`src/rtl/rgb_ramp_ctrl_if.sv`:
```
// Target-colour handshake between a colour source and the RGB ramp controller.
interface rgb_ramp_ctrl_if #(
  parameter int BITS = 8
);
  logic            tgt_valid;
  logic            tgt_ready;
  logic [BITS-1:0] tgt_red;
  logic [BITS-1:0] tgt_green;
  logic [BITS-1:0] tgt_blue;

  modport master (
    output tgt_valid, tgt_red, tgt_green, tgt_blue,
    input  tgt_ready
  );

  modport slave (
    input  tgt_valid, tgt_red, tgt_green, tgt_blue,
    output tgt_ready
  );
endinterface

```
`src/rtl/rgb_ramp_ctrl.sv`:
```
// RGB level generator: accepts a target colour and slews each channel one LSB
// per STEP_DIV clocks toward it, then pulses done for one cycle.
module rgb_ramp_ctrl #(
  parameter int BITS     = 8,
  parameter int STEP_DIV = 16
) (
  input  logic             clk,
  input  logic             rst_n,
  rgb_ramp_ctrl_if.slave   tgt,
  output logic [BITS-1:0]  level_red,
  output logic [BITS-1:0]  level_green,
  output logic [BITS-1:0]  level_blue,
  output logic             busy,
  output logic             done
);

  localparam int                 TICK_W   = (STEP_DIV > 1) ? $clog2(STEP_DIV) : 1;
  localparam logic [TICK_W-1:0]  TICK_MAX = TICK_W'(STEP_DIV - 1);

  typedef enum logic [1:0] {
    IDLE = 2'd0,
    RAMP = 2'd1,
    DONE = 2'd2
  } state_t;

  state_t          state;
  logic [TICK_W-1:0] tick;
  logic [BITS-1:0] lvl_q   [3];
  logic [BITS-1:0] tgt_q   [3];
  logic [BITS-1:0] lvl_nxt [3];
  logic [BITS-1:0] in_tgt  [3];
  logic            step_now;
  logic            nxt_at_tgt;
  logic            in_at_lvl;

  // Saturating by construction: a channel only moves toward its target.
  function automatic logic [BITS-1:0] step_toward(input logic [BITS-1:0] cur,
                                                  input logic [BITS-1:0] goal);
    if (cur < goal)      return cur + BITS'(1);
    else if (cur > goal) return cur - BITS'(1);
    else                 return cur;
  endfunction

  always_comb begin
    in_tgt[0] = tgt.tgt_red;
    in_tgt[1] = tgt.tgt_green;
    in_tgt[2] = tgt.tgt_blue;
  end

  // NOTE: every always_comb output gets a default first so no path leaves it
  // unassigned, which would infer a latch.
  always_comb begin
    nxt_at_tgt = 1'b1;
    in_at_lvl  = 1'b1;
    for (int c = 0; c < 3; c++) begin
      lvl_nxt[c] = step_toward(lvl_q[c], tgt_q[c]);
      if (lvl_nxt[c] != tgt_q[c]) nxt_at_tgt = 1'b0;
      if (in_tgt[c] != lvl_q[c])  in_at_lvl  = 1'b0;
    end
  end

  assign step_now = (tick == TICK_MAX);

  // NOTE: sequential state uses non-blocking assignments only, so every
  // register samples pre-edge values regardless of statement order.
  always_ff @(posedge clk or negedge rst_n) begin
    if (!rst_n) begin
      state <= IDLE;
      tick  <= '0;
      for (int c = 0; c < 3; c++) begin
        lvl_q[c] <= '0;
        tgt_q[c] <= '0;
      end
    end else begin
      case (state)
        IDLE: begin
          if (tgt.tgt_valid) begin
            tick <= '0;
            for (int c = 0; c < 3; c++) tgt_q[c] <= in_tgt[c];
            state <= in_at_lvl ? DONE : RAMP;
          end
        end
        RAMP: begin
          tick <= step_now ? '0 : tick + TICK_W'(1);
          if (step_now) begin
            for (int c = 0; c < 3; c++) lvl_q[c] <= lvl_nxt[c];
            if (nxt_at_tgt) state <= DONE;
          end
        end
        DONE:    state <= IDLE;
        default: state <= IDLE;
      endcase
    end
  end

  assign tgt.tgt_ready = (state == IDLE);
  assign busy          = (state != IDLE);
  assign done          = (state == DONE);
  assign level_red     = lvl_q[0];
  assign level_green   = lvl_q[1];
  assign level_blue    = lvl_q[2];

endmodule

```
`src/flat_wrapper.sv`:
```
// flat-port wrapper written by rule: the top's interface ports become plain ports
module rgb_ramp_ctrl_flat 
#(
  parameter int BITS     = 8,
  parameter int STEP_DIV = 16
)
  (clk, rst_n, level_red, level_green, level_blue, busy, done, tgt_tgt_valid, tgt_tgt_red, tgt_tgt_green, tgt_tgt_blue, tgt_tgt_ready);
  rgb_ramp_ctrl_if #(.BITS(BITS)) tgt_i ();
  input  logic clk;
  input  logic rst_n;
  output logic [BITS-1:0] level_red;
  output logic [BITS-1:0] level_green;
  output logic [BITS-1:0] level_blue;
  output logic busy;
  output logic done;
  input wire logic [$bits(tgt_i.tgt_valid)-1:0] tgt_tgt_valid;
  input wire logic [$bits(tgt_i.tgt_red)-1:0] tgt_tgt_red;
  input wire logic [$bits(tgt_i.tgt_green)-1:0] tgt_tgt_green;
  input wire logic [$bits(tgt_i.tgt_blue)-1:0] tgt_tgt_blue;
  output wire logic [$bits(tgt_i.tgt_ready)-1:0] tgt_tgt_ready;
  assign tgt_i.tgt_valid = tgt_tgt_valid;
  assign tgt_i.tgt_red = tgt_tgt_red;
  assign tgt_i.tgt_green = tgt_tgt_green;
  assign tgt_i.tgt_blue = tgt_tgt_blue;
  assign tgt_tgt_ready = tgt_i.tgt_ready;
  rgb_ramp_ctrl #(.BITS(BITS), .STEP_DIV(STEP_DIV)) u_core (.clk(clk), .rst_n(rst_n), .tgt(tgt_i), .level_red(level_red), .level_green(level_green), .level_blue(level_blue), .busy(busy), .done(done));
endmodule
```
`config.mk`:
```
export PLATFORM = sky130hd
export DESIGN_NAME = rgb_ramp_ctrl_flat
export DESIGN_NICKNAME = d
export VERILOG_FILES = /design/src/rtl/rgb_ramp_ctrl_if.sv /design/src/rtl/rgb_ramp_ctrl.sv /design/src/flat_wrapper.sv
export SDC_FILE = /design/constraint.sdc
export NUM_CORES = 1
export LEC_CHECK = 0
export ABC_AREA = 1
export BUFFER_PORTS_ARGS = -buffer_cell sky130_fd_sc_hd__buf_2
export CAP_MARGIN = 15
export CORE_MARGIN = 10
export CORE_UTILIZATION = 30
export DETAILED_ROUTE_END_ITERATION = 7
export PLACE_DENSITY = 0.58
export RECOVER_POWER = 25
export SYNTH_ARGS = -nofsm -noshare
export SYNTH_HDL_FRONTEND = slang
export SYNTH_SLANG_ARGS = --single-unit
```
`constraint.sdc`:
```
create_clock -name clk -period 2.3 [get_ports clk]
set_input_delay 0.345 -clock clk [delete_from_list [all_inputs] [get_ports clk]]
set_output_delay 0.345 -clock clk [all_outputs]
set_load 0.02 [all_outputs]
```
==> impl_metrics.json, run 1 <==
{
  "synth_warnings": 0,
  "hold_viol": 0,
  "num_antenna_cells": 0,
  "grt_max_degree": 37,
  "maxSlewViolCount": 0,
  "rsz0062_at_grt": "yes",
  "synthDistinctLibCells": 31,
  "num_rows": 44,
  "cts_sinks": 54,
  "gp_congestion": 0.883,
  "powerDensity_nw_per_um2": 1160,
  "crit_type": "flop to flop",
  "tns_ns": -0.0438,
  "cts.reportedPaths.clkPinSlew_ns": 0.08,
  "n_fill_cell": 1553,
  "port_buffers": 53,
  "initial_core_util": 0.305,
  "ant_nets": 0,
  "grt.busiest_layer": "met2",
  "multi_input_area_um2": 2920,
  "synth_area_um2": 4420,
  "area_growth_pct": 32.5,
  "drc": 0,
  "numCtsBuffers": 5,
  "viasPerCell": 4.60,
  "core_region_area_um2": 14500,
  "die_h_um": 141,
  "start_kind": "flop",
  "fin_ws_ns": -0.0271,
  "stdcell_count": 994,
  "syn_avg_cell_area_um2": 6.49,
  "vias": 4569,
  "cp-end-kind": "flop",
  "leakagePower_nw": 3.17,
  "clk_latency_ns": 0.30,
  "yosys-top-cells-area": "dfrtp_1 (31%), nand2_1 (21%), nand3_1 (9.5%)",
  "worst_slew_pin_slew_ns": 1.19,
  "drive_gt1_frac": 0.249,
  "setup-violations-final": 2,
  "hp-class": "primary input to asynchronous set/reset pin",
  "drv_cap": 0,
  "r2r-start": "u_core.level_red[7]",
  "nNetsFinal": 867,
  "htree_levels": 2,
  "ff_latch_area_um2": 1350,
  "use_met3": 0.0227,
  "dieArea_um2": 20000,
  "clk_path_buf_depth": 2,
  "clock.fmax_ghz": 0.430,
  "io_pins": 54,
  "synth_top_cell_area_share": 0.306,
  "cp-startpoint": "u_core.level_red[7]",
  "placed_cell_area_um2": 5410,
  "grt_use_total": 0.136,
  "cp_data_arrival_time_ns": 2.57,
  "violations": "negative setup slack",
  "cts-root-buf": "clkbuf_16",
  "antenna_found_initial": 0,
  "drt_iter0_markers": 259,
  "first_pass_iters": 5,
  "seq_area_frac_synth": 0.306,
  "grt_pass1_vias": 4545,
  "synth-seq-cells": 54,
  "timing.final.crit_share": 1.01,
  "hold_slack_ns": 0.268,
  "cts_tree": "done",
  "outcome": "finished, violations left",
  "min_period_ns": 2.33,
  "die_w_um": 141,
  "fin_worst_skew_ns": 0.00670,
  "hpwlAfterDp_mm": 10.5,
  "grt_overflow": 0,
  "syn_inst": 681,
  "synth_fp_nets": 739,
  "grt_first_pass_wirelength_mm": 22.4,
  "wirelength_mm": 13.5,
  "globalRouteMet2Util": 0.233,
  "ir_drop_v": 0.000491,
  "path_max_fanout": 7,
  "max_slew_margin": 0.209,
  "design_area_um2": 5850,
  "dpl.cell_count": 977,
  "cp_data_required_time_ns": 2.54,
  "wl_per_cell_um": 13.6,
  "grt_use_met1": 0.176,
  "yosys.area.top_type": "dfrtp_1"
}
==> critical path: stages, from the launching register on <==
cell	delay, ns
dfrtp_1	0.42
ha_4	0.26
a21o_1	0.18
nor2_4	0.25
nand2_2	0.14
buf_4	0.15
nand2_1	0.06
nand3_1	0.09
nand2_1	0.10
nand2_1	0.05
nand2_1	0.06
nand2_1	0.06
nor2_1	0.11
nand3_1	0.09
nor2_2	0.13
nor2_1	0.06
nor2_2	0.07
==> repair_timing <==
action                     in CTS  in global routing
hold buffers                    0                  0
setup buffers                   2                  5
resized for setup               9                 45
setup endpoints to repair       2                  2
gates cloned                    0                  2
pin swaps                       2                 15
==> placed cells by master, fill, tap and decap left out, drive strengths merged <==
cell type,Yosys,routed
a21oi,11,11
buf,2,129
xnor2,8,8
clkinv,0,2
a2111oi,1,1
xor2,9,9
bufinv,0,1
nand2,256,258
o32ai,1,1
nand3,84,84
xnor3,1,1
o21ai,53,53
or2,2,2
nand3b,6,6
nor2,43,43
a21o,3,3
nand4,7,7
a22o,1,1
clkbuf,10,7
dfrtp,54,54
ha,31,31
nor4,1,1
nor3,9,9
inv,88,88
==> area by class of cell <==
class | count | share of cell area
multi-input cells | 529 | 0.499
inverters | 88 | 0.0564
repair buffers | 131 | 0.146
clock inverters | 3 | 0.00684
well taps | 184 | 0.0393
clock buffers | 5 | 0.0214
flip-flops and latches | 54 | 0.231
==> metal layers <==
metal / part of all wire / vias to the layer above
met5: 0 / -
met4: 0.0083 / 0
met3: 0.037 / 8
met2: 0.48 / 64
met1: 0.47 / 2058
li1: - / 2439
==> through the flow <==
step / util / power (W) / setup slack, ns
3_3_place_gp: 0.373 / 0.00550 / -0.0579
6_report: 0.404 / 0.00679 / -0.0271
4_1_cts: 0.388 / 0.00650 / -0.00402
5_1_grt: 0.404 / 0.00753 / -0.190
2_1_floorplan: - / 0.00408 / 0.0632
3_5_place_dp: 0.373 / 0.00551 / -0.0751
==> worst paths after layout <==
kind / endpoint / slack, ns / cells past startpoint
min in group clk: u_core.tgt_q[9] / 0.28 / 3
hold / removal: u_core.tgt_q[2] / 0.27 / 1
setup reg to reg: u_core.state[1] / -0.03 / 16
hold reg to reg: u_core.tgt_q[5] / 0.49 / 2
max in group asynchronous: u_core.tgt_q[14] / 0.43 / 2
setup / recovery: u_core.state[1] / -0.03 / 16
==> cell usage after synthesis <==
master,n
inv_1,84
a21o_1,3
or2_1,1
or2_0,1
nand2_1,249
nor3_1,8
nand3_1,84
nor2_4,3
xor2_1,9
nor3_2,1
a21oi_1,11
a2111oi_0,1
xnor2_1,8
clkbuf_1,10
inv_2,4
nor4_1,1
o21ai_1,1
o32ai_1,1
buf_6,1
nand2_2,6
nor2_1,36
nor2_2,4
nand4_1,7
dfrtp_1,54
o21ai_0,52
buf_2,1
a22o_1,1
ha_1,31
xnor3_1,1
nand2_4,1
nand3b_1,6
==> kinds of logic (layout without fill, tap and decap cells) <==
group,after synthesis,in the layout,synth area share
adders and majority gates,31,31,0.0878
DFF,54,54,0.306
xor gates and xnor gates,18,18,0.0388
buffers and inverters,100,227,0.0869
AOI/OAI and AO/OA,70,70,0.0835
and+or+nand+nor,408,410,0.397
==> power by group <==
group / internal [W] / switching [W]
Sequential: 0.00128 / 0.000208
Combinational: 0.00179 / 0.00262
Clock: 0.000512 / 0.000377
Total: 0.00358 / 0.00321
==> sequential cells by signal (all words and copies together), names as in the netlist <==
signal	flops
u_core.level_red	8
u_core.tick	4
u_core.state	2
u_core.level_green	8
u_core.level_blue	8
u_core.tgt_q	24
(Power assumes the default switching activity.)
==> inputs of run 2 (changes only) <==
--- a/config.mk
+++ b/config.mk
@@ -9,10 +9,11 @@
 export BUFFER_PORTS_ARGS = -buffer_cell sky130_fd_sc_hd__buf_2
 export CAP_MARGIN = 15
 export CORE_MARGIN = 10
-export CORE_UTILIZATION = 30
+export CORE_UTILIZATION = 59
 export DETAILED_ROUTE_END_ITERATION = 7
-export PLACE_DENSITY = 0.58
+export PLACE_DENSITY = 0.91
 export RECOVER_POWER = 25
+export REMOVE_ABC_BUFFERS = 1
 export SYNTH_ARGS = -nofsm -noshare
 export SYNTH_HDL_FRONTEND = slang
 export SYNTH_SLANG_ARGS = --single-unit
==> run 2 against run 1 <==
  * Hold slack got worse by 0.011 ns
  * Combinational power increased by 11%
  * Power increased by 4.6%
  * Clock skew increased by 0.0065 ns
  * First-iteration DRC count increased by 94%
  * The run still ends with negative setup slack left
  * Utilization increased by 39 points
  * Die area decreased by 43%
  * Register-to-register slack got worse by 0.29 ns
  * Worst setup slack got worse by 0.29 ns
  * Design area decreased by 1.5%
==> impl_metrics.json, run 2 (same netlist as run 1, synthesis figures left out) <==
{
  "viasPerCell": 6.13,
  "clk_latency_ns": 0.33,
  "power.total_w": 0.00710,
  "clock.fmax_ghz": 0.382,
  "hp-class": "primary input to flop",
  "largest_reg_flops": 24,
  "cts_tree": "done",
  "core_region_area_um2": 7250,
  "die_h_um": 107,
  "regMostFlops": "u_core.tgt_q",
  "reg2regPathDepth": 20,
  "r2r-start": "u_core.level_red[0]",
  "grt_use_total": 0.241,
  "nNetsFinal": 851,
  "grt_overflow": 0,
  "outcome": "finished, violations left",
  "port_buffers": 53,
  "final_cell_mix": "nand2_1 (218), inv_1 (74), nand3_1 (72)",
  "io_pins": 54,
  "path_max_fanout": 5,
  "hold_viol": 0,
  "powerDensity_nw_per_um2": 1230,
  "grt_pass1_vias": 4989,
  "ir_drop_v": 0.000605,
  "drt_iter0_markers": 503,
  "timing.final.crit_share": 1.14,
  "drive_gt1_frac": 0.278,
  "wl_per_cell_um": 18.5,
  "final_common_cell": "nand2_1",
  "antenna_found_initial": 0,
  "hpwlAfterDp_mm": 9.51,
  "cp_data_arrival_time_ns": 2.82,
  "fin_ws_ns": -0.314,
  "area_growth_pct": 30.5,
  "cts.reportedPaths.clkPinSlew_ns": 0.11,
  "htree_levels": 2,
  "clk_path_buf_depth": 2,
  "leakagePower_nw": 3.09,
  "num_rows": 31,
  "drv_cap": 0,
  "violations": "negative setup slack",
  "drc": 0,
  "ant_nets": 0,
  "grt_max_degree": 55,
  "crit_end": "u_core.state[0]",
  "crit_type": "flop to flop",
  "numCtsBuffers": 5,
  "max_slew_margin": 0.0586,
  "fin_worst_skew_ns": 0.0132,
  "worstReg2RegEnd": "u_core.state[0]",
  "rrSetupSlack_ns": -0.31,
  "maxSlewViolCount": 0,
  "worst_slew_pin_slew_ns": 1.41,
  "tns_ns": -0.624,
  "grt_first_pass_wirelength_mm": 22.9,
  "cp-end-kind": "flop",
  "rsz0062_at_grt": "yes",
  "cp_data_required_time_ns": 2.50,
  "start_kind": "flop",
  "min_period_ns": 2.61,
  "wirelength_mm": 16.5,
  "vias": 5475,
  "initial_core_util": 0.609,
  "cts-root-buf": "clkbuf_8",
  "num_antenna_cells": 0,
  "gp_congestion": 0.929,
  "die_w_um": 107,
  "cp-startpoint": "u_core.level_red[0]",
  "setup-violations-final": 2,
  "dieArea_um2": 11400,
  "first_pass_iters": 6,
  "cts_sinks": 54
}
run 2: final cells by class:
type / instances / area [um^2]
Sequential cell: 54 / 1350
Timing Repair Buffer: 114 / 747
Clock inverter: 2 / 37.5
Multi-Input combinational cell: 530 / 3100
Fill cell: 454 / 1490
Inverter: 88 / 330
Tap cell: 99 / 124
Clock buffer: 6 / 72.6
run 2: timing repair:
action                     4_1_cts  5_1_grt
gates resized for setup         42       57
setup endpoints to repair        2        2
gates cloned                     3        0
buffers inserted                11        9
hold buffers                     0        0
pin swaps                       20       25
hold endpoints to repair         0        0
run 2: critical path, cell delays in order (launching register included):
cell and delay [ns]:
dfrtp_1 0.42, inv_1 0.15, ha_1 0.21, inv_1 0.05, nand2_1 0.07, nand2_1 0.07, nand2_1 0.10, nand2_2 0.09
nand2_4 0.13, buf_4 0.13, nand3_2 0.12, nand2_2 0.11, nand2_2 0.07, nand3_2 0.08, nand2_1 0.07, nor2_1 0.10
nand2_1 0.11, nor2_1 0.12, nand2_1 0.08, nor2_2 0.12, o21ai_1 0.09
run 2: how the worst min path moves through the flow:
| stage | from | end | slack, ns | depth (start not counted) |
|---|---|---|---|---|
| after global placement | u_core.tgt_q[5] | u_core.tgt_q[5] | 0.47 | 2 |
| after global routing | tgt_tgt_red[1] | u_core.tgt_q[17] | 0.26 | 3 |
| final | tgt_tgt_green[7] | u_core.tgt_q[15] | 0.26 | 3 |
| after floorplan | rst_n | u_core.level_blue[0] | 0.05 | 0 |
| after detailed placement | u_core.tgt_q[5] | u_core.tgt_q[5] | 0.48 | 2 |
| after CTS | rst_n | u_core.tgt_q[5] | 0.18 | 2 |
run 2: report_power, final:
part	total [W]	switching, W	internal [W]
Combinational	0.00488	0.00307	0.00181
Clock	0.000675	0.000349	0.000326
Sequential	0.00155	0.000263	0.00128
Total	0.00710	0.00369	0.00342
run 2: metrics by stage:
step	setup slack [ns]	hold slack (ns)	instances	util	area (um^2)
after floorplan	-0.0208	0.0494	669	-	4370
after global placement	-0.109	0.472	862	0.698	5060
after detailed placement	-0.130	0.483	862	0.698	5060
after CTS	0.000798	0.181	884	0.752	5450
after global routing	-0.317	0.262	893	0.795	5770
final	-0.314	0.257	893	0.795	5770
run 2: routing by layer:
| metal | track usage | vias up | wire length (um) |
|---|---|---|---|
| li1 | - | 2407 | - |
| met1 | 0.269 | 2489 | 5870 |
| met2 | 0.425 | 438 | 7630 |
| met3 | 0.0574 | 141 | 1780 |
| met4 | 0.110 | 0 | 1220 |
| met5 | 0 | - | 0 |
